[src/rtl/dpram_arb.sv]
`timescale 1ns/1ps
// dpram_arb: two-port RAM with same-address collision arbitration and a clear-to-zero sequencer
// Ports:
//   clk                  rising-edge clock
//   rst                  asynchronous active-low reset
//   clr                  synchronous request to re-zero the whole memory
//   req_x, we_x          port request (held until acked), 1 = write / 0 = read
//   addr_x, din_x        port address and write data
//   ack_x                combinational grant for this cycle
//   dout_x, rvalid_x     registered read data and its one-cycle valid pulse
//   ready                memory in RUN and accepting requests
//   coll_cnt             saturating count of arbitration conflicts
module dpram_arb #(
    parameter int AW   = 4,
    parameter int DW   = 8,
    parameter int PRIO = 0,
    parameter int CW   = 8
) (
    input  logic          clk,
    input  logic          rst,
    input  logic          clr,
    input  logic          req_a,
    input  logic          req_b,
    input  logic          we_a,
    input  logic          we_b,
    input  logic [AW-1:0] addr_a,
    input  logic [AW-1:0] addr_b,
    input  logic [DW-1:0] din_a,
    input  logic [DW-1:0] din_b,
    output logic          ack_a,
    output logic          ack_b,
    output logic [DW-1:0] dout_a,
    output logic [DW-1:0] dout_b,
    output logic          rvalid_a,
    output logic          rvalid_b,
    output logic          ready,
    output logic [CW-1:0] coll_cnt
);
    localparam int DP = 2**AW;
    typedef enum logic {CLEAR, RUN} state_t;
    state_t        state;
    logic [AW-1:0] clr_ptr;
    logic          rr;
    logic          conflict;
    logic          lose_a;
    logic          lose_b;
    logic [DW-1:0] mem [DP];
    assign ready    = state == RUN;
    // Two reads of one address never conflict; any write to a shared address does.
    assign conflict = req_a & req_b & (addr_a == addr_b) & (we_a | we_b);
    // rr = 1 means B won the previous conflict is owed... i.e. B wins the next one.
    assign lose_a   = conflict & (PRIO == 1 || (PRIO == 2 && rr));
    assign lose_b   = conflict & !lose_a;
    assign ack_a    = req_a & ready & !lose_a;
    assign ack_b    = req_b & ready & !lose_b;
    always_ff @(posedge clk or negedge rst) begin
        if (!rst) begin
            state    <= CLEAR;
            clr_ptr  <= '0;
            rr       <= 1'b0;
            coll_cnt <= '0;
            dout_a   <= '0;
            dout_b   <= '0;
            rvalid_a <= 1'b0;
            rvalid_b <= 1'b0;
        end else begin
            if (ack_a && !we_a) dout_a <= mem[addr_a];
            if (ack_b && !we_b) dout_b <= mem[addr_b];
            // A read granted while clr is taken would pulse during CLEAR, so its valid is dropped.
            rvalid_a <= ack_a & !we_a & !clr;
            rvalid_b <= ack_b & !we_b & !clr;
            if (conflict && ready) begin
                rr <= !rr;
                if (!(&coll_cnt)) coll_cnt <= coll_cnt + 1'b1;
            end
            if (clr) begin
                state   <= CLEAR;
                clr_ptr <= '0;
            end else if (state == CLEAR) begin
                clr_ptr <= clr_ptr + 1'b1;
                if (&clr_ptr) state <= RUN;
            end
        end
    end
    // Storage has no reset: contents are only defined once the CLEAR sweep completes.
    always_ff @(posedge clk) begin
        if (state == CLEAR) begin
            mem[clr_ptr] <= '0;
        end else begin
            if (ack_a && we_a) mem[addr_a] <= din_a;
            if (ack_b && we_b) mem[addr_b] <= din_b;
        end
    end
endmodule

[config.mk]
export PLATFORM = sky130hd
export DESIGN_NAME = dpram_arb
export DESIGN_NICKNAME = d
export VERILOG_FILES = /design/src/rtl/dpram_arb.sv
export SDC_FILE = /design/constraint.sdc
export NUM_CORES = 1
export LEC_CHECK = 0
export CAP_MARGIN = 15
export CORE_MARGIN = 4
export CORE_UTILIZATION = 40
export CTS_BUF_LIST = sky130_fd_sc_hd__clkbuf_8
export CTS_CLUSTER_SIZE = 25
export DETAILED_ROUTE_END_ITERATION = 8
export SYNTH_ARGS = -nofsm -noshare
export SYNTH_HDL_FRONTEND = slang
export SYNTH_SLANG_ARGS = --single-unit
[constraint.sdc]
create_clock -name clk -period 3.2 [get_ports clk]
set_input_delay 0.64 -clock clk [delete_from_list [all_inputs] [get_ports clk]]
set_output_delay 0.64 -clock clk [all_outputs]
set_load 0.02 [all_outputs]
### Yosys cells after proc, flatten, opt, wreduce, memory -nomap -nowiden

Memory sizes are Yosys's and may differ from the RTL's. A register that Yosys moved wholly into a read port is not among the register bits.
Index checks and enable logic that the tools add are counted.

* word-level logic and storage cells: 52
* memories kept: 1
* memory bits (writable): 128
* output and inout bits: 29
* input bits: 31
* register bits: 15

* eq/ne operators: 2
* reductions and logical operators: 15
* add/subtract/negate cells: 2
* multiplexer cells: 15
* bitwise operators: 12

Memories
* mem: words 16, width 8, read ports 2, clocked after memory_dff 2, wr ports 2, line 47 `logic [DW-1:0] mem [DP];`

Operators by type and width (number)
* 2-to-1 mux 4 bit: 3
* 2-to-1 mux 1 bit: 11
* AND 1 bit: 10
* adder 8 x 1 -> 8 bit, second input constant: 1
* 2-to-1 mux 8 bit: 1
* AND reduction 8 bit: 1
* OR reduction 8 bit: 1
* logical NOT 1 bit: 6
* logical AND 1 bit: 5
* adder 4 x 1 -> 4 bit, second input constant: 1
* == test 4 bit: 1
* AND reduction 4 bit: 1
* != test 2 bit, second input constant: 1
* AND reduction 2 bit: 1
* inverter 1 bit: 1
* bitwise OR 1 bit: 1

### Depth between registers and ports, before layout

* depth after elaboration: 9
* gate-level depth with buffers: 7
* depth with buffers taken out: 6

### Least setup slack after synthesis

No wires, ideal clock.

* path kind: input -> register
* start point: input port we_b
* end point: memory mem[3][0], enable pin
* setup time: 0.375 ns
* setup slack: 0.607 ns
* arrival time: 2.218 ns
* data required time: 2.825 ns
* cell stages on the path: 6
* buffers on the path: 2
* cell sequence: clkbuf_1 > o2111ai_2 > nor2_2 > buf_6 > nor4_4 > o21bai_1

RTL lines
* start, declared: line 25 `input logic we_b,`
* end, declared: line 47

### Final worst setup path

* start point: input port addr_b[3]
* end point: output port ack_b

* longest elaborated chain between the ends: 5

Ends and longest elaborated chain
* start, declared: line 27 `input logic [AW-1:0] addr_b,`
* == test 4 bit: line 50 `assign conflict = req_a & req_b & (addr_a == addr_b) & (we_a | we_b);`
* AND 1 bit (2 in a row): line 50
* logical NOT 1 bit: line 55 `assign ack_b = req_b & ready & !lose_b;`
* AND 1 bit: line 55
* end, declared: line 31 `output logic ack_b,`

No other way between the ends.

==> reports/results.txt <==
Max-cap viol count - 0
EDFF count, synth - 128
Combinational Power Share - 10.6%
GP Congestion - 0.832
Resized cells post-CTS - 0
Mux cell area share after synthesis - 34.2%
Status - finished, final reports clean
Main flop type after synthesis - edfxtp_1
# rows - 55
Clk sinks - 159
Arrival time at the worst endpoint - 2400 ps
Critical path fanouts, max - 5
HPWL after detailed placement - 19200 microns
Adder-Cell Fraction of Synth Area - 0.271%
Layout overhead on the synthesized area - 17.1%
Hold Crit Class - register to register
Initial antenna violation count - 0
Antenna viol nets, final - 0
Endpoint type of the worst setup path - output pin
PwrDens - 407 nW/um^2
CP Launch Type - input pin
Max-slew violations - 0
Asr flop ratio synth - 19.5%
Maximum vdd drop - 0.269 mV
Antenna Cells - 0
Drt total wl - 27200 microns
Share of layout cells above drive strength 1 - 46.6%
Die Wd - 160 microns
Hold Buf Count CTS - 0
Switching pwr - 1090 uW
Setup TNS - 0 ps
Fin crit period - 3040 ps
DR WL/cell - 28.0 microns
P_leak - 0.00410 uW
Met2 routed wirelength - 13000 microns
Final non-filler cell total - 972
Clock Pin Slew Worst Setup and Hold Paths - 80 ps
Top post-synthesis cells by area - edfxtp_1 42%, mux2_2 18%, mux4_2 16%
Detailed-router iteration count before antenna repair - 5
Critical Path RT - 2560 ps
Clk_skew - 14.1 ps
DP Cell Count - 940
Xor/xnor cell area share of the yosys netlist - 1.33%
Post-Syn Nets - 629
Largest net degree at the start of global routing - 41
# setup viols final - 0
Largest area contributor in the netlist - edfxtp_1
Crit path kind - input pin to output pin
Max Clk Rate - 0.329 GHz
Wl on met1 - 11800 microns
CTS buffer count - 17
Worst-Margin Slew - 1110 ps
Highest Signal Layer - met4
Hold Violations, Final - 0
Flops & latches, synth - 159
Synth Instances - 596
Synth Warn # - 0
Port Buffers - 59
Clock power frac - 37.3%
Sequential power share - 52.1%
DR WL met3 - 1660 microns
Htree depth - 4
CTS root buf - clkbuf_8
Starting Density - 40.7%
Yosys top cell area share - 41.6%
Vias per std cell - 6.12
IO Count - 60
Mapped cell area - 9240 sq um
Clock Path Buffers - 2
Synth unique cells - 43
Post-synthesis compound-gate area fraction - 4.58%
RSZ-0062 raised after global routing - no
Simple-gate area share of the yosys netlist - 6.80%
DR vias - 5944
Die Span Y - 160 microns
Final worst setup slack - 161 ps
Register-to-register setup slack - 510 ps
Largest family of logic cells by synthesized area - multiplexers
Pwr Total - 4410 uW
Initial DRC count - 642
Gr usage total - 21.7%
Slew margin rel. - 26.1%
Pint - 3320 uW
Nets - 707
Most frequent cells in the layout - 144 x mux2_2, 128 x edfxtp_1, 64 x mux4_2
DRC Markers - 0
Die footprint - 25600 sq um
Commonest non-fill, non-tap cell in the layout - mux2_2
Switching part of the total power - 24.7%
First-pass GRT wire length - 41000 microns
Post-place setup slack - -153 ps
Final Cycle Share - 95.0%
Vias in the first global route - 6127
Core ar. - 22700 sq um
Fillers - 1946
Grt ovf - 0
Worst-Skew Late Latency - 460 ps
Sequential fraction of the synthesis area - 50.0%
Syn Area/Cell - 15.5 sq um
CTS tree - built
Hold Slack - 509 ps
Postcts setup bufs - 0
[cell families after synthesis]
family / Yosys count
AO/OA/AOI/OAI: 53
XOR/XNOR: 14
adder cells (fa/ha/maj): 2
buffers and inverters: 60
flip-flops: 159
multiplexers: 218
AND/OR/NAND/NOR: 90
[power groups by stage]
| stage | Clock [uW] | Combinational, uW | Sequential [uW] |
|---|---|---|---|
| global placement | 0 | 463 | 2340 |
| finish | 1640 | 468 | 2300 |
| detailed placement | 0 | 465 | 2340 |
| global route | 1760 | 493 | 2300 |
| CTS | 1660 | 468 | 2300 |
| floorplan | 0 | 240 | 2350 |
[final timing paths]
check                           cells after the start         from     endpoint
worst max-delay path                                6    addr_b[3]        ack_b
worst min-delay path                                1  coll_cnt[7]  coll_cnt[7]
worst max register to register                      4        ready    mem[2][3]
worst min register to register                      1  coll_cnt[7]  coll_cnt[7]
max in group asynchronous                           2          rst  coll_cnt[7]
min in group asynchronous                           2          rst   clr_ptr[0]
[sequential cells by signal, indices dropped and copies added (netlist names)]
| register | flops |
|---|---|
| mem | 128 |
| coll_cnt | 8 |
| dout_a | 8 |
| dout_b | 8 |
| clr_ptr | 4 |
| ready | 1 |
| rvalid_a | 1 |
| rvalid_b | 1 |
[Yosys cell counts, drive strengths merged, types with 4 or more instances]
cell type and number:
nor3b 4, nand3 4, nor3 19, buf 27
clkbuf 28, inv 5, mux2 145, mux4 64
dfrtp 31, xnor2 12, o21bai 11, a22oi 16
edfxtp 128, nor2 17, nand2 15, mux2i 9
o22ai 5, a31oi 5, nand4 5, and2 11
a221o 8, nor4 5
[critical path, stage by stage]
cell and delay (ps):
clkdlybuf4s50_1 570, xnor2_1 140, nand3_1 210, nor2_2 210, nor2_1 80, clkdlybuf4s50_1 540
[layer usage]
metal	vias up	track usage [%]
met3	37	4.03
li1	2560	-
met2	243	34.5
met5	-	0
met4	0	7.47
met1	3104	30.1
[through the flow]
stage	instance area [sq um]	util, %
floorplan	9240	-
global placement	10400	45.8
finish	10800	47.7
CTS	10800	47.7
global route	10800	47.7
detailed placement	10400	45.8
[layout make-up]
class | count | area (sq um) | area share (%)
Clock inverter | 15 | 196 | 1.82
Clock buffer | 17 | 234 | 2.16
Inverter | 5 | 18.8 | 0.173
Tap cell | 285 | 357 | 3.30
Sequential cell | 159 | 4620 | 42.7
Multi-Input combinational cell | 377 | 4360 | 40.3
Timing Repair Buffer | 114 | 1030 | 9.55
Note: power is estimated with default switching activity, not from simulation.
